[config.mk]
export PLATFORM = sky130hd
export DESIGN_NAME = multi_stream_controller
export DESIGN_NICKNAME = d
export VERILOG_FILES = /design/src/rtl/multi_stream_controller.sv
export SDC_FILE = /design/constraint.sdc
export NUM_CORES = 1
export LEC_CHECK = 0
export BUFFER_PORTS_ARGS = -buffer_cell sky130_fd_sc_hd__buf_2
export CAP_MARGIN = 15
export CORE_MARGIN = 2
export CORE_UTILIZATION = 55
export CTS_BUF_LIST = sky130_fd_sc_hd__clkbuf_16
export DETAILED_ROUTE_END_ITERATION = 10
export GPL_ROUTABILITY_DRIVEN = 0
export PLACE_DENSITY = 0.79
export SLEW_MARGIN = 20
export SYNTH_ARGS = -nofsm -noshare
export SYNTH_HDL_FRONTEND = slang
export SYNTH_SLANG_ARGS = --single-unit
[constraint.sdc]
create_clock -name clk -period 4.65 [get_ports clk]
set_input_delay 0.2325 -clock clk [delete_from_list [all_inputs] [get_ports clk]]
set_output_delay 0.2325 -clock clk [all_outputs]
set_load 0.01 [all_outputs]
[src/rtl/multi_stream_controller.sv]
// multi_stream_controller: loads a config block, fills instruction memory, then runs the MVP core
// servicing trapped multi-channel I/O and matrix-offload requests.
// Ports:
//   clk, rst_n                       clock, asynchronous active-low reset
//   params_fifo_dout/empty_n/deq     config byte stream (low byte of dout used)
//   instr_wen/full_n/wadr            instruction memory fill
//   input_wen/full_n/wadr            per-channel input streams (packed, ch0 in LSBs)
//   output_wb_ren/empty_n/wb_radr    per-channel output streams (packed, ch0 in LSBs)
//   mem_addr/mem_read/mem_write      core access trap
//   mvp_core_en                      registered core run enable
//   offload_start/busy/done          matrix offload handshake
//   iter_count, done, state_r        status and debug state
module multi_stream_controller #(
    parameter int INPUT_FIFO_WIDTH     = 16,
    parameter int ADDR_WIDTH           = 16,
    parameter int INSTR_MEM_ADDR_WIDTH = 8,
    parameter int DATA_MEM_ADDR_WIDTH  = 12,
    parameter int NUM_IN_CH            = 2,
    parameter int NUM_OUT_CH           = 2,
    parameter int CONFIG_DATA_WIDTH    = 8,
    parameter logic [ADDR_WIDTH-1:0] OFFLOAD_ADDR = 16'h2000
) (
    input  logic                                      clk,
    input  logic                                      rst_n,
    input  logic [INPUT_FIFO_WIDTH-1:0]               params_fifo_dout,
    input  logic                                      params_fifo_empty_n,
    output logic                                      params_fifo_deq,
    input  logic                                      instr_wen,
    output logic                                      instr_full_n,
    output logic [INSTR_MEM_ADDR_WIDTH-1:0]           instr_wadr,
    input  logic [NUM_IN_CH-1:0]                      input_wen,
    output logic [NUM_IN_CH-1:0]                      input_full_n,
    output logic [NUM_IN_CH*DATA_MEM_ADDR_WIDTH-1:0]  input_wadr,
    input  logic [NUM_OUT_CH-1:0]                     output_wb_ren,
    output logic [NUM_OUT_CH-1:0]                     output_empty_n,
    output logic [NUM_OUT_CH*DATA_MEM_ADDR_WIDTH-1:0] output_wb_radr,
    input  logic [ADDR_WIDTH-1:0]                     mem_addr,
    input  logic                                      mem_read,
    input  logic                                      mem_write,
    output logic                                      mvp_core_en,
    output logic                                      offload_start,
    output logic                                      offload_busy,
    input  logic                                      offload_done,
    output logic [15:0]                               iter_count,
    output logic                                      done,
    output logic [2:0]                                state_r
);
    localparam int NUM_CONFIGS = 4 + 4 * (NUM_IN_CH + NUM_OUT_CH);
    localparam int CW  = CONFIG_DATA_WIDTH;
    localparam int FW  = 2 * CW;
    localparam int DW  = DATA_MEM_ADDR_WIDTH;
    localparam int IW  = INSTR_MEM_ADDR_WIDTH;
    localparam int CAW = $clog2(NUM_CONFIGS);

    typedef enum logic [2:0] {IDLE = 3'd0, FILL = 3'd1, RUN = 3'd2, IO = 3'd3, OFFLOAD = 3'd4, DONE = 3'd5} state_t;
    state_t state, next_state;

    logic [NUM_CONFIGS*CW-1:0] cfg;
    logic [CAW-1:0]            cfg_adr;
    logic [IW:0]               instr_adr;
    logic [NUM_IN_CH-1:0]      in_fin;
    logic [NUM_OUT_CH-1:0]     out_fin;
    logic                      io_req, off_req, all_fin;

    // Config words are little-endian byte pairs; word k sits at bit k*FW.
    wire [FW-1:0] instr_max  = cfg[0 +: FW];
    wire [FW-1:0] iter_limit = cfg[(1 + 2 * (NUM_IN_CH + NUM_OUT_CH)) * FW +: FW];
    wire [DW-1:0] in_off0    = cfg[2 * FW +: DW];
    wire [IW:0]   instr_last = {1'b0, instr_max[IW-1:0]};

    // Config fields wider than the address spaces and the upper FIFO bits are don't-care.
    logic unused_bits;
    assign unused_bits = ^{cfg, params_fifo_dout};

    assign state_r    = state;
    assign instr_wadr = instr_adr[IW-1:0];
    assign io_req     = mem_read && mem_addr == ADDR_WIDTH'(in_off0);
    assign off_req    = mem_write && mem_addr == OFFLOAD_ADDR;
    assign all_fin    = &in_fin && &out_fin;

    // Counters are one bit wider than the address so off+max+1 never wraps.
    for (genvar i = 0; i < NUM_IN_CH; i++) begin : g_in
        wire [DW-1:0] off  = cfg[(2 + 2 * i) * FW +: DW];
        wire [DW-1:0] mx   = cfg[(1 + 2 * i) * FW +: DW];
        wire [DW:0]   last = {1'b0, off} + {1'b0, mx};
        logic [DW:0]  adr;
        assign input_full_n[i]          = state == IO && adr <= last;
        assign in_fin[i]                = adr > last;
        assign input_wadr[i*DW +: DW]   = adr[DW-1:0];
        always_ff @(posedge clk or negedge rst_n)
            if (!rst_n) adr <= '0;
            else if (state == RUN && next_state == IO) adr <= {1'b0, off};
            else if (input_wen[i] && input_full_n[i]) adr <= adr + 1'b1;
    end

    for (genvar j = 0; j < NUM_OUT_CH; j++) begin : g_out
        wire [DW-1:0] off  = cfg[(2 + 2 * NUM_IN_CH + 2 * j) * FW +: DW];
        wire [DW-1:0] mx   = cfg[(1 + 2 * NUM_IN_CH + 2 * j) * FW +: DW];
        wire [DW:0]   last = {1'b0, off} + {1'b0, mx};
        logic [DW:0]  adr;
        assign output_empty_n[j]          = state == IO && adr <= last;
        assign out_fin[j]                 = adr > last;
        assign output_wb_radr[j*DW +: DW] = adr[DW-1:0];
        always_ff @(posedge clk or negedge rst_n)
            if (!rst_n) adr <= '0;
            else if (state == RUN && next_state == IO) adr <= {1'b0, off};
            else if (output_wb_ren[j] && output_empty_n[j]) adr <= adr + 1'b1;
    end

    always_ff @(posedge clk or negedge rst_n)
        if (!rst_n) state <= IDLE;
        else state <= next_state;

    // IO is checked before offload so a simultaneous offload request is dropped.
    always_comb begin
        next_state = state;
        case (state)
            IDLE:    if (params_fifo_deq && cfg_adr == CAW'(NUM_CONFIGS - 1)) next_state = FILL;
            FILL:    if (instr_adr == instr_last + 1'b1) next_state = RUN;
            RUN:     next_state = io_req ? IO : off_req ? OFFLOAD : RUN;
            IO:      if (all_fin) next_state = (iter_limit != '0 && iter_count + 16'd1 == 16'(iter_limit)) ? DONE : RUN;
            OFFLOAD: if (offload_done) next_state = RUN;
            DONE:    if (params_fifo_empty_n) next_state = IDLE;
            default: next_state = IDLE;
        endcase
    end

    always_comb begin
        params_fifo_deq = params_fifo_empty_n && state == IDLE;
        instr_full_n    = state == FILL && instr_adr <= instr_last;
        offload_busy    = state == OFFLOAD;
        done            = state == DONE;
    end

    always_ff @(posedge clk or negedge rst_n)
        if (!rst_n) begin
            cfg           <= '0;
            cfg_adr       <= '0;
            instr_adr     <= '0;
            iter_count    <= '0;
            mvp_core_en   <= 1'b0;
            offload_start <= 1'b0;
        end else begin
            mvp_core_en   <= next_state == RUN;
            offload_start <= state == RUN && next_state == OFFLOAD;
            if (params_fifo_deq) begin
                cfg[cfg_adr*CW +: CW] <= params_fifo_dout[CW-1:0];
                cfg_adr <= cfg_adr == CAW'(NUM_CONFIGS - 1) ? '0 : cfg_adr + 1'b1;
            end
            if (state == IDLE && next_state == FILL) instr_adr <= '0;
            else if (instr_wen && instr_full_n) instr_adr <= instr_adr + 1'b1;
            if (state == DONE && next_state == IDLE) iter_count <= '0;
            else if (state == IO && next_state != IO) iter_count <= iter_count + 16'd1;
        end
endmodule
* After elaboration in Yosys (flattened, before gate mapping)
Index checks and enable logic that the tools add are counted.
** Word-level totals
- Register bits after elaboration :: 247
- Input port bits :: 43
- Output and inout port bits :: 85
** Cells by class
- $add $sub $neg :: 13
- Magnitude comparators :: 9
- Eq/ne operators :: 15
- Shift-type cells :: 2
- Muxes and demuxes :: 23
- Reductions and logical operators :: 32
** Operators with widths (count)
- bitwise mux 160 bit :: 1
- variable shift 8 x 34 -> 160 bit, first input constant :: 1
- indexed part select 8 x 34 -> 160 bit :: 1
- 2-to-1 mux 13 bit :: 8
- adder 12 x 12 -> 13 bit :: 4
- adder 13 x 1 -> 13 bit, second input constant :: 4
- greater-than comparator 13 bit :: 4
- <= comparator 13 bit :: 4
- negator 8 -> 34 bit :: 1
- 2-to-1 mux 16 bit :: 2
- 2-to-1 mux 3 bit :: 8
- logical AND 1 bit :: 21
- 2-to-1 mux 9 bit :: 2
- one-hot mux 3 bit (6 select lines) :: 1
- adder 16 x 1 -> 16 bit, second input constant :: 1
- equality test 16 x 12 -> 1 bit :: 1
- equality test 16 x 14 -> 1 bit, second input constant :: 1
- equality test 16 bit :: 1
- nonzero test 16 bit :: 1
- equality test 3 x 2 -> 1 bit, second input constant :: 4
- nonzero test 2 bit :: 6
- adder 8 x 1 -> 9 bit, second input constant :: 1
- adder 9 x 1 -> 9 bit, second input constant :: 1
- equality test 3 bit, second input constant :: 3
- 9 further kinds :: 12

* Logic depth before layout (Yosys ltp)
- Depth in word-level cells :: 10
- Mapped depth :: 23

* Worst setup path before layout
OpenSTA, ideal clock, no wires.
- Path type :: reg-to-reg
- Start point :: register cfg[80]
- End point :: register g_out[0].adr[12]
- Library setup time :: 119 ps
- Arrival :: 4354 ps
- Path slack :: 177 ps
- Cell stages (with the launch flop) :: 21
- Buffers on the path :: 0
- Period minus slack after synthesis :: 4473 ps
- Cell sequence :: dfrtp_1 ha_1 inv_1 fa_1 nor2b_1 o21ai_0 a21boi_0 o21ai_0 a21oi_1 o21ai_0 nand2b_1 a311o_1 xnor2_1 ha_1 nand4_1 or4_1 a211oi_1 nand4_1 nor3_1 xor2_1 and2_1
** On the way
- Cells in the longest elaborated chain, start to end :: 9
** RTL lines
- start: declaration :: RTL line 58 : logic [NUM_CONFIGS*CW-1:0] cfg;
- start signal: indexed assignment :: RTL line 147 : cfg[cfg_adr*CW +: CW] <= params_fifo_dout[CW-1:0];
- adder 12 x 12 -> 13 bit * :: RTL line 99 : wire [DW:0] last = {1'b0, off} + {1'b0, mx};
- greater-than comparator 13 bit :: RTL line 102 : assign out_fin[j] = adr > last;
- AND reduction 2 bit :: RTL line 79 : assign all_fin = &in_fin && &out_fin;
- logical AND 1 bit :: RTL line 79
- 2-to-1 mux 3 bit :: RTL line 121 : IO: if (all_fin) next_state = (iter_limit != '0 && iter_count + 16'd1 == 16'(iter_limit)) ? DONE : RUN;
- one-hot mux 3 bit (6 select lines) :: RTL line 117 : case (state)
- equality test 3 x 2 -> 1 bit :: RTL line 106 : else if (state == RUN && next_state == IO) adr <= {1'b0, off};
- logical AND 1 bit :: RTL line 106
- 2-to-1 mux 13 bit or nonzero test 2 bit (tied branches)
- end signal: assignment :: RTL line 106
- end signal: assignment :: RTL line 107 : else if (output_wb_ren[j] && output_empty_n[j]) adr <= adr + 1'b1;
- end: declaration :: RTL line 100 : logic [DW:0] adr;
Every way passes the cells marked *; elsewhere a longest branch is shown, timed or not.
A chain may end at the register's enable or synchronous reset.

* Final worst setup path
- Start point :: register cfg[80]
- End point :: register iter_count[7]
** On the way
- Cells in the longest elaborated chain, start to end :: 9
** RTL lines
- adder 12 x 12 -> 13 bit * :: RTL line 99
- greater-than comparator 13 bit * :: RTL line 102
- AND reduction 2 bit * :: RTL line 79
- logical AND 1 bit * :: RTL line 79
- 2-to-1 mux 3 bit * :: RTL line 121
- one-hot mux 3 bit (6 select lines) * :: RTL line 117
- != test 3 x 2 -> 1 bit or logical NOT 3 bit (tied branches) :: RTL line 153, 152
- logical AND 1 bit, on equally long branches :: RTL line 153, 152
- nonzero test 2 bit (no source line) or 2-to-1 mux 16 bit (tied branches)
- end signal: assignment :: RTL line 153 : else if (state == IO && next_state != IO) iter_count <= iter_count + 16'd1;
- end: declaration :: RTL line 44 : output logic [15:0] iter_count,
Marks and branches as above.

==> flow_metrics.env <==
export IMPL_fin_cells=1960
export IMPL_die_area_um2=26900
export IMPL_yosysUniqueCellTypes=59
export IMPL_critical_path_top_delay_family="compound AO/OA/AOI/OAI gates"
export IMPL_firstDrtPassIters=5
export IMPL_diodes=0
export IMPL_hp_class="input port to flop"
export IMPL_crit_path_start_kind="flop"
export IMPL_grt_overflow=0
export IMPL_cts_buffers=24
export IMPL_htreeDepth=1
export IMPL_whs_ns=0.0805
export IMPL_timing_max_cap_violations=0
export IMPL_r2r_start="cfg[80]$_DFFE_PN0P_"
export IMPL_vias_per_cell=6.02
export IMPL_slew_violations=0
export IMPL_async_flop_share_pct=100
export IMPL_end_kind="flop"
export IMPL_ff2ff_path_depth=22
export IMPL_grt_use_total_pct=27.0
export IMPL_dr_first_iter_drc_count=770
export IMPL_crit_chain="ha_2 -> inv_2 -> fa_2 -> nor2b_2 -> o21ai_2 -> a21boi_1 -> o21ai_1 -> a21oi_2 -> o21ai_2 -> nand2b_1 -> a311o_1 -> xnor2_1 -> ha_1 -> nand4_1 -> a2111o_1 -> o211ai_1 -> and2_4 -> nand4_1 -> buf_12 -> nor4_4 -> xnor2_1 -> nor2_1"
export IMPL_clk_insertion_delay_late_ns=0.52
export IMPL_setup_viol=0
export IMPL_wirelength_mm=36.6
export IMPL_path_max_fanout=15
export IMPL_num_vias=11795
export IMPL_synth_most_common_cell="dfrtp_1"
export IMPL_ys_warn_count=0
export IMPL_grt_max_degree=126
export IMPL_crit_slowest_cell="dfrtp_1"
export IMPL_power_density_nw_per_um2=516
export IMPL_ys_top_cells_by_area="dfrtp_1, ha_1, xnor2_1"
export IMPL_wl_per_cell_um=18.7
export IMPL_drive_gt1_share_pct=19.9
export IMPL_cp_buffers_inverters=2
export IMPL_finalCriticalPeriod_ns=4.58
export IMPL_r2r_end="iter_count[7]$_DFFE_PN0P_"
export IMPL_core_um2=25100
export IMPL_avgSynthCellArea_um2=9.17
export IMPL_synth_nets=1701
export IMPL_placementRows=58
export IMPL_grt_pass1_vias=11548
export IMPL_synth_seq_area_share_pct=36.8
export IMPL_clk_pin_slew_ns=0.06
export IMPL_skew_ns=0.00849
export IMPL_r2r_slack_ns=0.07
export IMPL_fin_crit_sh_pct=98.5
export IMPL_max_freq_mhz=218
export IMPL_area_growth_pct=13.5
export IMPL_initial_core_util_pct=56.0
export IMPL_synth_edf_count=0
export IMPL_p_leak_nw=7.71
export IMPL_worstMarginPinSlew_ns=1.10
export IMPL_ios=128
export IMPL_critPathMaxStageDelay_ns=0.41
export IMPL_fp_dieW_um=164
export IMPL_cts_buffer_depth=3
export IMPL_cts_num_sinks=207
export IMPL_synth_top_area_cell="dfrtp_1"
export IMPL_tns_ns=0
export IMPL_finalHoldViolCount=0
export IMPL_status="complete, no violations"
export IMPL_crit_type="flop to flop"
export IMPL_slew_headroom_pct=26.2
export IMPL_cp_arrival_ns=4.96
export IMPL_hpwl_mm=26.0
export IMPL_placed_cell_area_um2=14600
export IMPL_io_buffer_count=119
export IMPL_syn_inst=1533
export IMPL_synth_top_area_share_pct=36.8
export IMPL_design_area_um2=16000
export IMPL_min_from="params_fifo_dout[7]"
export IMPL_ys_ff_latch=207
export IMPL_cts_tree="built"
export IMPL_postRouteAntennaNets=0
export IMPL_synth_main_ff_cell="dfrtp_1"
export IMPL_crit_required_ns=5.03
export IMPL_grt_pass1_wl_mm=58.2
export IMPL_antenna_found_initial=0
export IMPL_drc_errors=0
export IMPL_fin_nets=1781
export IMPL_syn_cell_area_um2=14100
export IMPL_die_h_um=164
export IMPL_ir_worst_vdd_mv=0.334
export IMPL_synth_top_cells_by_count="dfrtp_1, nor2_1, nand2_1"
export IMPL_clockRootBuffer="clkbuf_16"
export IMPL_hold_depth=3
export IMPL_placedCellCount=1899
export IMPL_rsz0062_at_grt="yes"
export IMPL_holdPathEnd="cfg[39]$_DFFE_PN0P_"
-- per-layer routing --
metal	wire (um)	global-route usage, %
met5	0	0
met4	1430	9.89
met3	2630	4.22
met2	17700	45.8
met1	14800	35.0
-- what timing repair did --
item	in CTS	in global routing
setup endpoints to repair	36	61
hold buffers	2	0
pin swaps	3	30
resized for setup	22	66
hold endpoints to repair	124	0
setup buffers	1	13
-- kinds of logic after synthesis --
kind of cell	Yosys count	share of synthesized area [%]
xor+xnor	149	9.28
mux	81	6.40
buf+inv	177	6.25
compound gates	253	11.2
fa+ha+maj	125	11.3
simple gates	541	18.7
flops	207	36.8
-- per-stage QoR --
stage / util [%] / power [mW] / worst slack [ns]
after floorplan: - / 4.91 / 0.177
after global placement: 58.3 / 5.69 / 0.0553
after detailed placement: 58.3 / 5.82 / -0.183
after CTS: 62.0 / 8.02 / 0.000877
after global routing: 63.6 / 8.77 / -0.182
final: 63.6 / 8.24 / 0.0689
-- cell usage in the layout (no fill, tap or decap), drive strengths merged, types with 6 or more instances in the layout --
cell type / netlist / layout
xor2: 50 / 50
o21ai: 66 / 66
nor2: 156 / 156
a211oi: 6 / 6
ha: 121 / 121
nand4: 37 / 37
mux2i: 10 / 10
nor2b: 13 / 13
o31ai: 24 / 24
a21oi: 82 / 82
o21a: 7 / 7
o211ai: 6 / 6
inv: 79 / 82
clkinv: 0 / 7
nand3: 51 / 51
nand3b: 6 / 6
nand2: 131 / 131
nand2b: 13 / 13
clkbuf: 37 / 26
a21boi: 6 / 6
or4: 10 / 10
buf: 61 / 149
mux2: 71 / 71
and2: 29 / 29
nor4: 17 / 17
xnor2: 99 / 99
a21o: 19 / 19
bufinv: 0 / 6
and3: 23 / 23
dfrtp: 207 / 207
nor3: 35 / 35
or3: 6 / 6
-- worst max-delay path by stage --
stage,cells after the start,from,end,slack (ns)
after floorplan,20,cfg[80]$_DFFE_PN0P_,g_out[0].adr[12]$_DFFE_PN0P_,0.18
after global placement,21,cfg[80]$_DFFE_PN0P_,g_out[0].adr[12]$_DFFE_PN0P_,0.06
after detailed placement,21,cfg[80]$_DFFE_PN0P_,g_out[0].adr[12]$_DFFE_PN0P_,-0.18
after CTS,16,cfg[129]$_DFFE_PN0P_,output_empty_n[1],0.0009
after global routing,24,cfg[80]$_DFFE_PN0P_,g_out[0].adr[12]$_DFFE_PN0P_,-0.18
final,22,cfg[80]$_DFFE_PN0P_,iter_count[7]$_DFFE_PN0P_,0.07
-- worst min-delay path, cell delays in order --
cell and delay [ns]:
buf_2 0.17, nand3_1 0.08, o21ai_0 0.07
-- state kept, by name (all words and copies together), names as in the netlist --
name	flops
cfg	120
g_in.adr	26
g_out.adr	26
iter_count	16
instr_adr	9
cfg_adr	5
state_r	3
mvp_core_en	1
offload_start	1
-- where the power goes --
part	leakage [nW]	switching [mW]	internal, mW
logic	4.51	2.07	1.45
clock network	0.435	0.794	1.31
registers	2.76	0.468	2.15
-- area by class of cell --
cell class                 instances  area (um2)
fill                            2009        9140
multi-input combinational       1149        8290
sequential                       207        5180
timing repair buffer             152         911
clock buffer                      25         626
tap                              330         413
inverter                          79         297
clock inverter                    18         251
Power figures use the tool's default switching activity.
